===== src/rtl/etc_rgb_encoder_hdr.sv =====
// ETC1 block header encoder: quantizes two subblock base colors, picks
// differential or individual mode and packs block bits [63:32] through a 2-stage pipeline.
module etc_rgb_encoder_hdr #(
  parameter int CNT_W = 16
) (
  input  logic             sclk,
  input  logic             rsrt,
  input  logic             in_rts,
  output logic             in_rtr,
  input  logic [23:0]      baseColor_0,
  input  logic [23:0]      baseColor_1,
  input  logic [2:0]       cw_0,
  input  logic [2:0]       cw_1,
  input  logic             flipped,
  input  logic             force_ind,
  output logic             out_rts,
  input  logic             out_rtr,
  output logic [31:0]      header,
  input  logic             diff_cnt_clr,
  output logic [CNT_W-1:0] diff_cnt
);

  function automatic logic [4:0] quant5(input logic [7:0] c);
    logic [5:0] s;
    s = 6'(({1'b0, c} + 9'd4) >> 3);
    return s[5] ? 5'd31 : s[4:0];
  endfunction

  function automatic logic [3:0] quant4(input logic [7:0] c);
    logic [4:0] s;
    s = 5'(({1'b0, c} + 9'd8) >> 4);
    return s[4] ? 4'd15 : s[3:0];
  endfunction

  logic s1_vld_reg;
  logic s2_vld_reg;
  logic [31:0] header_reg;
  logic [CNT_W-1:0] diff_cnt_reg;

  logic s2_adv;
  logic in_xfer;
  logic out_xfer;

  assign s2_adv   = !s2_vld_reg || out_rtr;
  assign in_rtr   = !s1_vld_reg || !s2_vld_reg || out_rtr;
  assign in_xfer  = in_rts && in_rtr;
  assign out_xfer = s2_vld_reg && out_rtr;

  assign out_rts  = s2_vld_reg;
  assign header   = header_reg;
  assign diff_cnt = diff_cnt_reg;

  // Stage-1 combinational quantization, one lane per channel (0=R, 1=G, 2=B)
  logic [2:0][4:0] q5_0_c;
  logic [2:0][4:0] q5_1_c;
  logic [2:0][3:0] q4_0_c;
  logic [2:0][3:0] q4_1_c;
  logic [2:0][5:0] d_c;
  logic [2:0]      in_range_c;
  logic            diff_mode_c;

  genvar gi;
  generate
    for (gi = 0; gi < 3; gi++) begin : g_quant
      assign q5_0_c[gi] = quant5(baseColor_0[gi*8 +: 8]);
      assign q5_1_c[gi] = quant5(baseColor_1[gi*8 +: 8]);
      assign q4_0_c[gi] = quant4(baseColor_0[gi*8 +: 8]);
      assign q4_1_c[gi] = quant4(baseColor_1[gi*8 +: 8]);
      assign d_c[gi]    = {1'b0, q5_1_c[gi]} - {1'b0, q5_0_c[gi]};
      // [-4,3] is exactly the set whose top four bits are a pure sign extension
      assign in_range_c[gi] = (d_c[gi][5:2] == 4'b0000) || (d_c[gi][5:2] == 4'b1111);
    end
  endgenerate

  assign diff_mode_c = !force_ind && (&in_range_c);

  // Stage-1 payload registers; only the valid bit needs reset
  logic [2:0][4:0] s1_q5_reg;
  logic [2:0][2:0] s1_d_reg;
  logic [2:0][3:0] s1_q4_0_reg;
  logic [2:0][3:0] s1_q4_1_reg;
  logic [2:0]      s1_cw_0_reg;
  logic [2:0]      s1_cw_1_reg;
  logic            s1_flip_reg;
  logic            s1_diff_reg;

  always_ff @(posedge sclk) begin
    if (in_xfer) begin
      s1_q5_reg   <= q5_0_c;
      s1_d_reg    <= {d_c[2][2:0], d_c[1][2:0], d_c[0][2:0]};
      s1_q4_0_reg <= q4_0_c;
      s1_q4_1_reg <= q4_1_c;
      s1_cw_0_reg <= cw_0;
      s1_cw_1_reg <= cw_1;
      s1_flip_reg <= flipped;
      s1_diff_reg <= diff_mode_c;
    end
  end

  // Stage-2 packing: one byte per channel, R in the top byte
  logic [2:0][7:0] byte_c;
  logic [31:0]     header_next;

  generate
    for (gi = 0; gi < 3; gi++) begin : g_pack
      assign byte_c[gi] = s1_diff_reg ? {s1_q5_reg[gi], s1_d_reg[gi]}
                                      : {s1_q4_0_reg[gi], s1_q4_1_reg[gi]};
    end
  endgenerate

  assign header_next = {byte_c[0], byte_c[1], byte_c[2],
                        s1_cw_0_reg, s1_cw_1_reg, s1_diff_reg, s1_flip_reg};

  always_ff @(posedge sclk or posedge rsrt) begin
    if (rsrt) begin
      s1_vld_reg <= 1'b0;
      s2_vld_reg <= 1'b0;
      header_reg <= '0;
    end else begin
      if (in_xfer)
        s1_vld_reg <= 1'b1;
      else if (s2_adv)
        s1_vld_reg <= 1'b0;
      if (s2_adv) begin
        s2_vld_reg <= s1_vld_reg;
        if (s1_vld_reg)
          header_reg <= header_next;
      end
    end
  end

  // Clear dominates a coincident increment; the count sticks at all-ones
  always_ff @(posedge sclk or posedge rsrt) begin
    if (rsrt)
      diff_cnt_reg <= '0;
    else if (diff_cnt_clr)
      diff_cnt_reg <= '0;
    else if (out_xfer && header_reg[1] && (diff_cnt_reg != {CNT_W{1'b1}}))
      diff_cnt_reg <= diff_cnt_reg + CNT_W'(1);
  end

endmodule


===== config.mk =====
export PLATFORM = sky130hd
export DESIGN_NAME = etc_rgb_encoder_hdr
export DESIGN_NICKNAME = d
export VERILOG_FILES = /design/src/rtl/etc_rgb_encoder_hdr.sv
export SDC_FILE = /design/constraint.sdc
export NUM_CORES = 1
export LEC_CHECK = 0
export BUFFER_PORTS_ARGS = -buffer_cell sky130_fd_sc_hd__buf_2
export CORE_ASPECT_RATIO = 0.75
export CORE_MARGIN = 8
export CORE_UTILIZATION = 55
export DETAILED_ROUTE_END_ITERATION = 10
export PLACE_DENSITY = 0.86
export SYNTH_ARGS = -nofsm -noshare
export SYNTH_HDL_FRONTEND = slang
export SYNTH_SLANG_ARGS = --single-unit

===== constraint.sdc =====
create_clock -name sclk -period 2.4 [get_ports sclk]
set_input_delay 0.12 -clock sclk [delete_from_list [all_inputs] [get_ports sclk]]
set_output_delay 0.12 -clock sclk [all_outputs]
set_load 0.05 [all_outputs]

Yosys cells after proc, flatten, opt, wreduce, memory -nomap -nowiden:

Cells that the tools add are included.

* register bits after elaboration: 106
* bits of input ports: 61
* output and inout port bits: 50

* add/subtract/negate cells: 16
* equality and inequality tests: 4
* multiplexer cells: 13
* reduce and logical (&&, ||, !) cells: 21

Operators by type and width (count)
* 8-bit by 3-bit adder with 9-bit output (second input constant): 6
* 8-bit by 4-bit adder with 9-bit output (second input constant): 6
* 16-bit 2-to-1 mux: 2
* 5-bit 2-to-1 mux: 6
* 8-bit 2-to-1 mux: 3
* 5-bit by 5-bit subtractor with 6-bit output: 3
* 16-bit by 1-bit adder with 16-bit output (second input constant): 1
* 16-bit != test (second input constant): 1
* 4-bit equality test (second input constant): 3
* 4-bit zero test: 3
* 1-bit logical OR: 6
* 1-bit logical AND: 5
* 2-bit nonzero test: 2
* 1-bit zero test: 3
* 3-bit AND reduction: 1
* 1-bit 2-to-1 mux: 2
* 2-bit AND reduction: 1

Logic depth before layout (Yosys ltp):

Gate-level depths: netlist of run 1.

* depth in word-level cells: 7
* gate-level depth with buffers: 13

Worst setup path before layout of run 1:

No wires, ideal clock.

* path type: register to register
* start point: reg s2_vld_reg (netlist: out_rts)
* end point: reg s1_cw_0_reg[0] (enable)
* library setup time: 0.419 ns
* data arrival time: 2.515 ns
* required time: 1.981 ns
* path slack: -0.534 ns
* cell stages (with the launch flop): 3
* path buffers: 0
* period minus slack after synthesis: 2.934 ns
* cells stage by stage: dfrtp_1 -> nand3b_1 -> and2_1

* cells in the longest elaborated chain, start to end: 4

RTL lines
* start: declaration: line 36 `logic s2_vld_reg;`
* start signal: assignment: line 125 `s2_vld_reg <= s1_vld_reg;`
* 1-bit zero test: line 45 `assign in_rtr = !s1_vld_reg || !s2_vld_reg || out_rtr;`
* 1-bit logical OR (2 in a row): line 45
* named net in_rtr: line 9 `output logic in_rtr,`
* 1-bit logical AND: line 46 `assign in_xfer = in_rts && in_rtr;`
* named net in_xfer: line 41 `logic in_xfer;`
* end signal: assignment: line 93 `s1_cw_0_reg <= cw_0;`
* end: declaration: line 82 `logic [2:0] s1_cw_0_reg;`

The timed path passes the listed nets, and every way through them passes these cells.
A chain may end at the register's enable or synchronous reset.

Worst setup path in the final report of run 1:

* start point: in baseColor_1[19]
* end point: reg s1_diff_reg, data pin

* cells in the longest elaborated chain, start to end: 7
* elaborated cells on any way between the ends: 8
* those cells by class: 2 x add/sub; 1 x eq/ne; 1 x mux; 4 x reduce/logical

RTL lines
* start: declaration: line 11 `input logic [23:0] baseColor_1,`
* 8-bit by 3-bit adder with 9-bit output *: line 25 `s = 6'(({1'b0, c} + 9'd4) >> 3);`
* 5-bit 2-to-1 mux *: line 26 `return s[5] ? 5'd31 : s[4:0];`
* 5-bit by 5-bit subtractor with 6-bit output *: line 69 `assign d_c[gi] = {1'b0, q5_1_c[gi]} - {1'b0, q5_0_c[gi]};`
* 4-bit equality test or 4-bit zero test (tied branches): line 71 `assign in_range_c[gi] = (d_c[gi][5:2] == 4'b0000) || (d_c[gi][5:2] == 4'b1111);`
* 1-bit logical OR *: line 71
* 3-bit AND reduction *: line 75 `assign diff_mode_c = !force_ind && (&in_range_c);`
* 1-bit logical AND *: line 75
* named net diff_mode_c: line 60 `logic diff_mode_c;`
* end signal: assignment: line 96 `s1_diff_reg <= diff_mode_c;`
* end: declaration: line 85 `logic s1_diff_reg;`

Mark *: on every way through the listed nets, which the timed path passes. The rest lies on a longest branch.

==> results of run 1 <==
-- power by group through the flow --
stage / logic, mW / clock network [mW] / registers [mW]
2_1_floorplan: 0.542 / 0 / 2.61
3_3_place_gp: 1.27 / 0 / 2.25
4_1_cts: 1.34 / 1.48 / 2.23
6_report: 1.35 / 1.46 / 2.23
5_1_grt: 1.46 / 1.56 / 2.24
3_5_place_dp: 1.32 / 0 / 2.26
-- worst paths after layout --
kind / startpoint / end / slack [ps] / cells past startpoint
max in group asynchronous: rsrt / header[14] / 1470 / 4
hold reg to reg: s1_flip_reg / header[0] / 470 / 1
hold / removal: force_ind / s1_diff_reg / 100 / 2
setup / recovery: baseColor_1[19] / s1_diff_reg / 110 / 13
setup reg to reg: diff_cnt[0] / diff_cnt[8] / 580 / 7
min in group asynchronous: rsrt / header[7] / 490 / 4
-- cell usage after synthesis, drive strengths merged, types with 6 or more instances --
library cell	count
a21oi	25
and2	6
and3	11
clkbuf	16
dfrtp	50
edfxtp	56
ha	28
inv	25
mux2	11
mux2i	36
nand2	63
nand2b	6
nand3	38
nand4	13
nor2	38
nor2b	7
o21a	11
o21ai	32
o21bai	8
xnor2	7
xor2	14
-- routing by layer --
metal / vias to the layer above / part of all wire / global-route usage / wire [um]
li1: 2263 / - / - / -
met1: 2193 / 0.42 / 0.2295 / 5453
met2: 163 / 0.50 / 0.3219 / 6570
met3: 19 / 0.068 / 0.05024 / 882
met4: 0 / 0.012 / 0.04636 / 155
met5: - / 0 / 0 / 0
-- worst max-delay path, delay by kind of cell --
family,cells,cell delay (ps)
AOI/OAI and AO/OA,4,930
adders and majority gates,3,700
and+or+nand+nor,2,290
buffers and inverters,2,190
muxes,1,120
xor gates and xnor gates,1,80
-- cell type report --
class | instances | area [um^2] | area share
clock buffer | 11 | 252.7 | 0.03509
clock inverter | 5 | 43.79 | 0.006080
inverter | 25 | 93.84 | 0.01303
multi-input combinational | 395 | 2756 | 0.3827
sequential | 106 | 2933 | 0.4072
tap | 136 | 170.2 | 0.02362
timing repair buffer | 155 | 953.4 | 0.1324
-- logic make-up after synthesis --
| group | Yosys count |
|---|---|
| buf+inv | 46 |
| simple gates | 199 |
| compound gates | 97 |
| fa+ha+maj | 31 |
| flops | 106 |
| mux | 47 |
| xor+xnor | 21 |
-- repair_timing --
action,CTS,global route
setup endpoints to repair,0,1
hold endpoints to repair,58,0
hold buffers,9,0
resized for setup,0,7
buffers inserted,0,1
==> results.yml, run 1 <==
outcome:
  status: "finished, final reports clean"
worst_setup_path:
  path_class: "primary input to register"
  start_kind: "primary input"
  path_cells: "buf_2 -> ha_1 -> and2_1 -> a41oi_2 -> ha_1 -> inv_1 -> fa_2 -> a21o_1 -> a21oi_2 -> xor2_1 -> nor3_1 -> mux2i_1 -> a2111oi_2"
  crit_path_top_delay_cell: "a2111oi_2"
  cpPeakStageDelay_ps: 370
  crit_required_ps: 2550
  crit_path_max_fanout: 5
  arrival_ps: 2440
  crit_path_frequent_cell: "ha_1"
  cp-end-kind: "register"
clock_network:
  cts_buffers: 9
  cts_root_buf: "clkbuf_16"
  htreeDepth: 3
  clock_latency_ps: 340
  cts_tree: "done"
  cts_buffer_depth: 2
  clk_pin_slew_ps: 80
  cts.sinks: 106
routing:
  wl_per_cell_um: 15.68
  drt_first_iter_violations: 262
  viasPerCell: 5.568
  routed_wl_um: 13060
  drc: 0
  vias: 4638
  first_pass_iters: 5
  ant_nets: 0
yosys:
  synth_top_area_frac: 0.2894
  syn_inst: 547
  synth_fa_ha_area_frac: 0.07063
  synth-edff-count: 56
  synth_cell_types: 53
  ys_ff_latch: 106
  yosysTopAreaCell: "edfxtp_1"
  netlist_area_um2: 5811
  synthMuxAreaShare: 0.08333
  synthFlopType: "edfxtp_1"
  synthXorXnorAreaFrac: 0.03165
  seq_area_frac_synth: 0.5047
  synth_area_leaders: "edfxtp_1 29%, dfrtp_1 22%, mux2i_1 6.2%"
  synth_top_family_by_area: "simple AND/OR/NAND/NOR gates"
  synth_nets: 639
  syn_area_per_cell_um2: 10.62
  synthArstFlopShare: 0.4717
  synth-simple-area-share: 0.1733
  synth_warnings: 0
  synth_compound_area_frac: 0.1051
die:
  fp.dieH_um: 105.0
  io_pins: 111
  core-area_um2: 10290
  die_area_um2: 14140
  fp-row-count: 32
  fp.dieW_um: 134.7
  start_util: 0.5647
global_route:
  grt_pass1_wl_um: 22090
  grt-ovfl-total: 0
  antenna_found_initial: 0
  grt_use_total: 0.1877
  grt_pass1_vias: 4701
  grt_max_degree: 57
finish:
  post-route-util: 0.7000
  n_fill_cell: 759
  final_cells: 833
  final_area_um2: 7203
  num_antenna_cells: 0
  drive_above_1_share: 0.2869
  area_delta_synth_final_pct: 23.97
  largest_reg_flops: 32
  nets: 784
  final_common_cell: "buf_2"
  mostFrequentLayoutCells: "98 x buf_2, 62 x nand2_1, 56 x edfxtp_1"
place:
  dp_worst_setup_slack_ps: -280.8
  dpl.hpwl_um: 9941
  io_buffer_count: 98
  dp_cells: 807
  place.gp.congestion: 0.9388
  place_area_um2: 6771
pwr:
  p_sw_mw: 1.662
  power_frac_seq: 0.442
  ir_drop_uv: 380.2
  p_per_area_nw_per_um2: 699.0
  power.share.clock: 0.289
  share_comb_of_total_power: 0.269
  p_total_mw: 5.035
  leakage_nw: 3.260
  intPower_mw: 3.373
  switching_share: 0.3301
hold_path:
  hold_class: "primary input to register"
sta:
  layout_setup_ws_ps: 107.3
  finalCritPeriodShare: 0.9553
  finalMaxSlewViolations: 0
  layout_min_cycle_time_ps: 2293
  slew_headroom: 0.4911
  fin_skew_ps: 12.88
  hold_viol_final: 0
  finalSetupViolCount: 0
  tightest_slew_ps: 763.3
  fin_hold_ws_ps: 101.1
  fmax_mhz: 436.2
  finalSetupTns_ps: 0
flow_run:
  maxCapViolCount: 0
Power figures use the tool's default switching activity.
==> run 2: changes to the inputs <==
--- a/config.mk
+++ b/config.mk
@@ -7,7 +7,7 @@
 export LEC_CHECK = 0
 export BUFFER_PORTS_ARGS = -buffer_cell sky130_fd_sc_hd__buf_2
 export CORE_ASPECT_RATIO = 0.75
-export CORE_MARGIN = 8
+export CORE_MARGIN = 3
 export CORE_UTILIZATION = 55
 export DETAILED_ROUTE_END_ITERATION = 10
 export PLACE_DENSITY = 0.86
==> run 2 against run 1 <==
- maximum frequency is 0.27% lower
- combinational power hardly changed
- setup slack worse by 6.2 ps
- flip-flop and latch count stayed put
- via count is 2.8% higher
- critical endpoint unchanged
- clock power is 3% lower
- sequential share of layout area is 0.26 points lower
==> results.yml, run 2 (synthesis gave the netlist of run 1 again) <==
worst_setup_path:
  rrSetupSlack_ps: 560
  timing.rr.start: "diff_cnt[0]"
  r2r_cells: 7
  cp-end-kind: "register"
  crit_required_ps: 2540
  crit_path_max_fanout: 5
  path_class: "primary input to register"
  r2r-end: "diff_cnt[3]"
  start_kind: "primary input"
  arrival_ps: 2440
hold_path:
  min_path_cells: 2
  hold_class: "primary input to register"
  holdPathEnd: "s1_diff_reg"
  hp-start: "force_ind"
die:
  start_util: 0.5829
  fp.dieH_um: 95.02
  fp-row-count: 31
  die_area_um2: 11850
  io_pins: 111
  fp.dieW_um: 124.7
  core-area_um2: 9968
clock_network:
  clock_latency_ps: 340
  cts_tree: "done"
  htreeDepth: 3
  cts.sinks: 106
  clk_pin_slew_ps: 60
  cts_buffers: 9
  cts_root_buf: "clkbuf_16"
  cts_buffer_depth: 2
routing:
  routed_wl_um: 12870
  drc: 0
  vias: 4769
  drt_first_iter_violations: 271
  viasPerCell: 5.705
  wl_per_cell_um: 15.39
  first_pass_iters: 5
  ant_nets: 0
pwr:
  p_total_mw: 5.018
  p_per_area_nw_per_um2: 692.2
  ir_drop_uv: 474.1
  leakage_nw: 3.290
outcome:
  status: "finished, final reports clean"
sta:
  tightest_slew_ps: 785.9
  fmax_mhz: 435.0
  finalCritPeriodShare: 0.9579
  finalSetupViolCount: 0
  fin_skew_ps: 9.885
  finalMaxSlewViolations: 0
  hold_viol_final: 0
  slew_headroom: 0.4761
  layout_min_cycle_time_ps: 2299
  fin_hold_ws_ps: 100.7
global_route:
  grt_max_degree: 57
  grt_pass1_vias: 4554
  grt_pass1_wl_um: 20940
  grt_use_total: 0.2167
  grt-busiest-layer: "met2"
  use_met3: 0.04255
  met2_usage: 0.3844
  met1_usage: 0.2698
  grt-ovfl-total: 0
  antenna_found_initial: 0
finish:
  nets: 791
  largest_reg_flops: 32
  final_area_um2: 7249
  final_cells: 836
  final_common_cell: "buf_2"
  mostFrequentLayoutCells: "98 x buf_2, 62 x nand2_1, 56 x edfxtp_1"
  n_fill_cell: 698
  num_antenna_cells: 0
  area_delta_synth_final_pct: 24.76
  drive_above_1_share: 0.2898
place:
  dpl.hpwl_um: 9464
  place_area_um2: 6824
  io_buffer_count: 98
  dp_cells: 809
  place.gp.congestion: 0.9286
flow_run:
  maxCapViolCount: 0
==> run 2: what timing repair did <==
action                                  CTS  global route
resized for setup                         0             7
hold buffers                              9             0
buffers inserted                          0             2
endpoints found under the setup margin    0             1
endpoints found under the hold margin    16             0
==> run 2: where the power goes <==
group          switching [mW]  leakage [nW]  internal (mW)
clock network           0.635         0.145          0.780
logic                   0.901          1.98          0.477
registers              0.0915          1.17           2.13
total                    1.63          3.29           3.39
==> run 2: critical path: stages <==
cell       delay [ps]
buf_2             110
ha_1              210
and2_4            150
buf_4             140
a31oi_2           170
nor2_1             80
ha_1              350
a21o_1            220
a21oi_4           150
xor2_1             90
nor3_1            200
mux2i_1           130
a2111oi_2         300
==> run 2: how the worst max path moves through the flow <==
stage                    start     endpoint  slack (ps)  depth (start not counted)
2_1_floorplan  baseColor_1[18]  s1_diff_reg           7                         12
3_3_place_gp   baseColor_1[10]  s1_diff_reg        -140                         13
3_5_place_dp   baseColor_1[18]  s1_diff_reg        -280                         13
4_1_cts        baseColor_1[18]  s1_diff_reg          20                         13
5_1_grt        baseColor_0[10]  s1_diff_reg        -0.6                         13
6_report       baseColor_1[18]  s1_diff_reg         100                         13
==> run 2: final cells by class <==
cell class | instances | area (um^2) | share of cell area
Clock buffer | 12 | 257.7 | 0.03555
Sequential cell | 106 | 2933 | 0.4046
Multi-Input combinational cell | 395 | 2749 | 0.3792
Inverter | 25 | 93.84 | 0.01294
Timing Repair Buffer | 162 | 1018 | 0.1405
Clock inverter | 4 | 32.53 | 0.004487
Tap cell | 132 | 165.2 | 0.02278
==> run 2: routing by layer <==
layer	routed length [um]	vias to the layer above	part of all wire
met3	753	35	0.059
met1	5376	2270	0.42
met4	322	0	0.025
met5	0	-	0
met2	6416	191	0.50
li1	-	2273	-
==> run 2: per-stage QoR <==
| stage | util | setup WS [ps] | TNS, ps |
|---|---|---|---|
| global route | 0.7273 | -0.5633 | -0.5633 |
| floorplan | - | 6.716 | 0 |
| finish | 0.7273 | 101.1 | 0 |
| global placement | 0.6846 | -141.5 | -141.5 |
| detailed placement | 0.6846 | -283.4 | -283.4 |
| CTS | 0.7227 | 21.66 | 0 |
==> run 3: changes to the inputs <==
--- a/config.mk
+++ b/config.mk
@@ -5,12 +5,14 @@
 export SDC_FILE = /design/constraint.sdc
 export NUM_CORES = 1
 export LEC_CHECK = 0
+export ABC_AREA = 1
 export BUFFER_PORTS_ARGS = -buffer_cell sky130_fd_sc_hd__buf_2
 export CORE_ASPECT_RATIO = 0.75
 export CORE_MARGIN = 3
 export CORE_UTILIZATION = 55
 export DETAILED_ROUTE_END_ITERATION = 10
 export PLACE_DENSITY = 0.86
+export REMOVE_ABC_BUFFERS = 1
 export SYNTH_ARGS = -nofsm -noshare
 export SYNTH_HDL_FRONTEND = slang
 export SYNTH_SLANG_ARGS = --single-unit
==> constraint.sdc (replaced) <==
create_clock -name sclk -period 2.4 [get_ports sclk]
set_input_delay 0.12 -clock sclk [delete_from_list [all_inputs] [get_ports sclk]]
set_output_delay 0.12 -clock sclk [all_outputs]
set_load 0.01 [all_outputs]
==> run 3 against run 2 <==
- first-iteration DRC count is 8.5% higher
- sequential share of layout area increased by 1.1 points
- non-clock buffer count decreased by 50
- clock power increased by 6%
- utilization is 5.3 points lower
- register-to-register slack worse by 160 ps
- combinational power fell by 27%
- area after synthesis grew 3.0%
- critical path depth is 2 higher
- final cell count grew 16%
- clock skew decreased by 2.1 ps
- critical path type unchanged
- largest cell class unchanged
- largest power group unchanged
==> results.yml, run 3 <==
yosys:
  synth_area_leaders: "edfxtp_1 28%, dfrtp_1 21%, nand2_1 13%"
  synth_warnings: 0
  yosysMostFrequentCell: "nand2_1"
  synthArstFlopShare: 0.4717
  synthFlopType: "edfxtp_1"
  syn_area_per_cell_um2: 8.331
  netlist_area_um2: 5982
  synth_top_area_frac: 0.2811
  ys_ff_latch: 106
  seq_area_frac_synth: 0.4903
  yosysTopAreaCell: "edfxtp_1"
  synth-edff-count: 56
  synth_cell_types: 35
  syn_inst: 718
  synth_common_cells: "203 x nand2_1, 99 x inv_1, 71 x nor2_1"
place:
  dp_worst_setup_slack_ps: 20.01
  dpl.hpwl_um: 9322
  io_buffer_count: 98
  dp_cells: 947
  place_area_um2: 6669
  place.gp.congestion: 0.8881
global_route:
  grt_pass1_vias: 4515
  grt_use_total: 0.2129
  grt_pass1_wl_um: 20870
  grt_max_degree: 57
  grt-ovfl-total: 0
  antenna_found_initial: 0
sta:
  rsz0062_at_grt: "false"
  finalSetupViolCount: 0
  tightest_slew_ps: 578.3
  slew_headroom: 0.6145
  fin_skew_ps: 7.805
  fmax_mhz: 492.2
  layout_setup_ws_ps: 368.5
  finalCritPeriodShare: 0.8465
  hold_viol_final: 0
  layout_min_cycle_time_ps: 2032
  finalMaxSlewViolations: 0
worst_setup_path:
  path_class: "primary input to register"
  arrival_ps: 2220
  crit_path_max_fanout: 4
  crit_required_ps: 2590
  path_cells: "buf_2 -> ha_1 -> nand2_1 -> nor2_1 -> or2_2 -> ha_1 -> inv_1 -> fa_1 -> nand3_1 -> nand2_1 -> nand2_1 -> nand2_1 -> o21ai_0 -> nand3_1 -> nor2_1"
  crit_path_top_delay_cell: "fa_1"
  cp-end-kind: "register"
  path_buf_inv: 2
  crit_path_frequent_cell: "nand2_1"
  start_kind: "primary input"
  cpPeakStageDelay_ps: 400
  cpLargestDelayFamily: "simple AND/OR/NAND/NOR gates"
routing:
  routed_wl_um: 12570
  first_pass_iters: 5
  drc: 0
  viasPerCell: 5.100
  vias: 4947
  ant_nets: 0
  drt_first_iter_violations: 294
  wl_per_cell_um: 12.96
clock_network:
  cts_root_buf: "clkbuf_16"
  cts_buffers: 9
  cts.sinks: 106
  clk_pin_slew_ps: 70
  clock_latency_ps: 340
  htreeDepth: 3
  cts_buffer_depth: 2
  cts_tree: "done"
finish:
  mostFrequentLayoutCells: "203 x nand2_1, 98 x inv_1, 98 x buf_2"
  num_antenna_cells: 0
  post-route-util: 0.6746
  largest_reg_flops: 32
  final_cells: 970
  area_delta_synth_final_pct: 17.84
  nets: 921
  final_area_um2: 7049
  final_common_cell: "nand2_1"
  drive_above_1_share: 0.1679
pwr:
  ir_drop_uv: 369.0
  leakage_nw: 3.427
  p_per_area_nw_per_um2: 673.7
  p_total_mw: 4.749
die:
  core-area_um2: 10450
  fp.dieH_um: 96.32
  start_util: 0.5724
  fp-row-count: 32
  fp.dieW_um: 126.4
  die_area_um2: 12180
  io_pins: 111
outcome:
  status: "finished, final reports clean"
hold_path:
  hold_class: "primary input to register"
flow_run:
  maxCapViolCount: 0
==> run 3: cell families (layout without fill, tap and decap cells) <==
kind of cell    after synthesis  after routing  synth area share
compound gates               77             77           0.07195
flops                       106            106            0.4903
xor+xnor                     25             25           0.03660
buf+inv                     115            231           0.07467
fa+ha+maj                    31             31           0.06861
simple gates                364            364            0.2579
==> run 3: report_power, final <==
part	internal, mW	leakage [nW]	total, mW	switching, mW
Clock	0.907	0.150	1.51	0.605
Combinational	0.388	2.13	1.01	0.624
Sequential	2.14	1.15	2.23	0.0839
Total	3.44	3.43	4.75	1.31
==> run 3: routing by layer <==
layer  share of wire  global-route usage  vias up
li1                -                   -     2568
met1            0.46              0.2921     2226
met2            0.46              0.3495      140
met3           0.060             0.03938       13
met4           0.013             0.06339        0
met5               0                   0        -
==> run 3: repair_timing <==
action,4_1_cts,5_1_grt
setup endpoints to repair,0,0
gates resized for setup,0,0
endpoints found under the hold margin,22,0
hold buffers,7,0
setup buffers,0,0
==> run 3: layout make-up <==
class,count,area [um^2]
Clock inverter,6,81.33
Sequential cell,106,2933
Inverter,103,387.9
Timing Repair Buffer,112,638.1
Multi-Input combinational cell,497,2610
Tap cell,136,170.2
Clock buffer,10,229.0
Fill cell,845,3401
==> run 3: worst paths after layout <==
kind	start	end	slack (ps)	cells after the start
min in group asynchronous	rsrt	header[29]	320	3
max reg2reg	diff_cnt[0]	diff_cnt[11]	400	9
max in group asynchronous	rsrt	header[14]	1510	4
min	cw_0[1]	s1_cw_0_reg[1]	20	1
min reg2reg	s1_cw_0_reg[1]	header[6]	440	2
max	baseColor_0[3]	s1_diff_reg	370	15
==> run 3: per-stage QoR <==
stage	hold WS [ps]	setup TNS, ps
global placement	126.1	0
floorplan	185.5	-56260
CTS	4.603	0
detailed placement	126.8	0
finish	23.66	0
global route	7.723	0
==> run 3: worst reg2reg max path, cell delays in order, from the launching register on <==
cell	delay, ps
dfrtp_1	470
ha_1	300
nand3_1	160
inv_2	70
nand2_2	90
nor2_4	50
a21oi_2	480
nand3_1	150
nand2_1	90
nor2_1	40
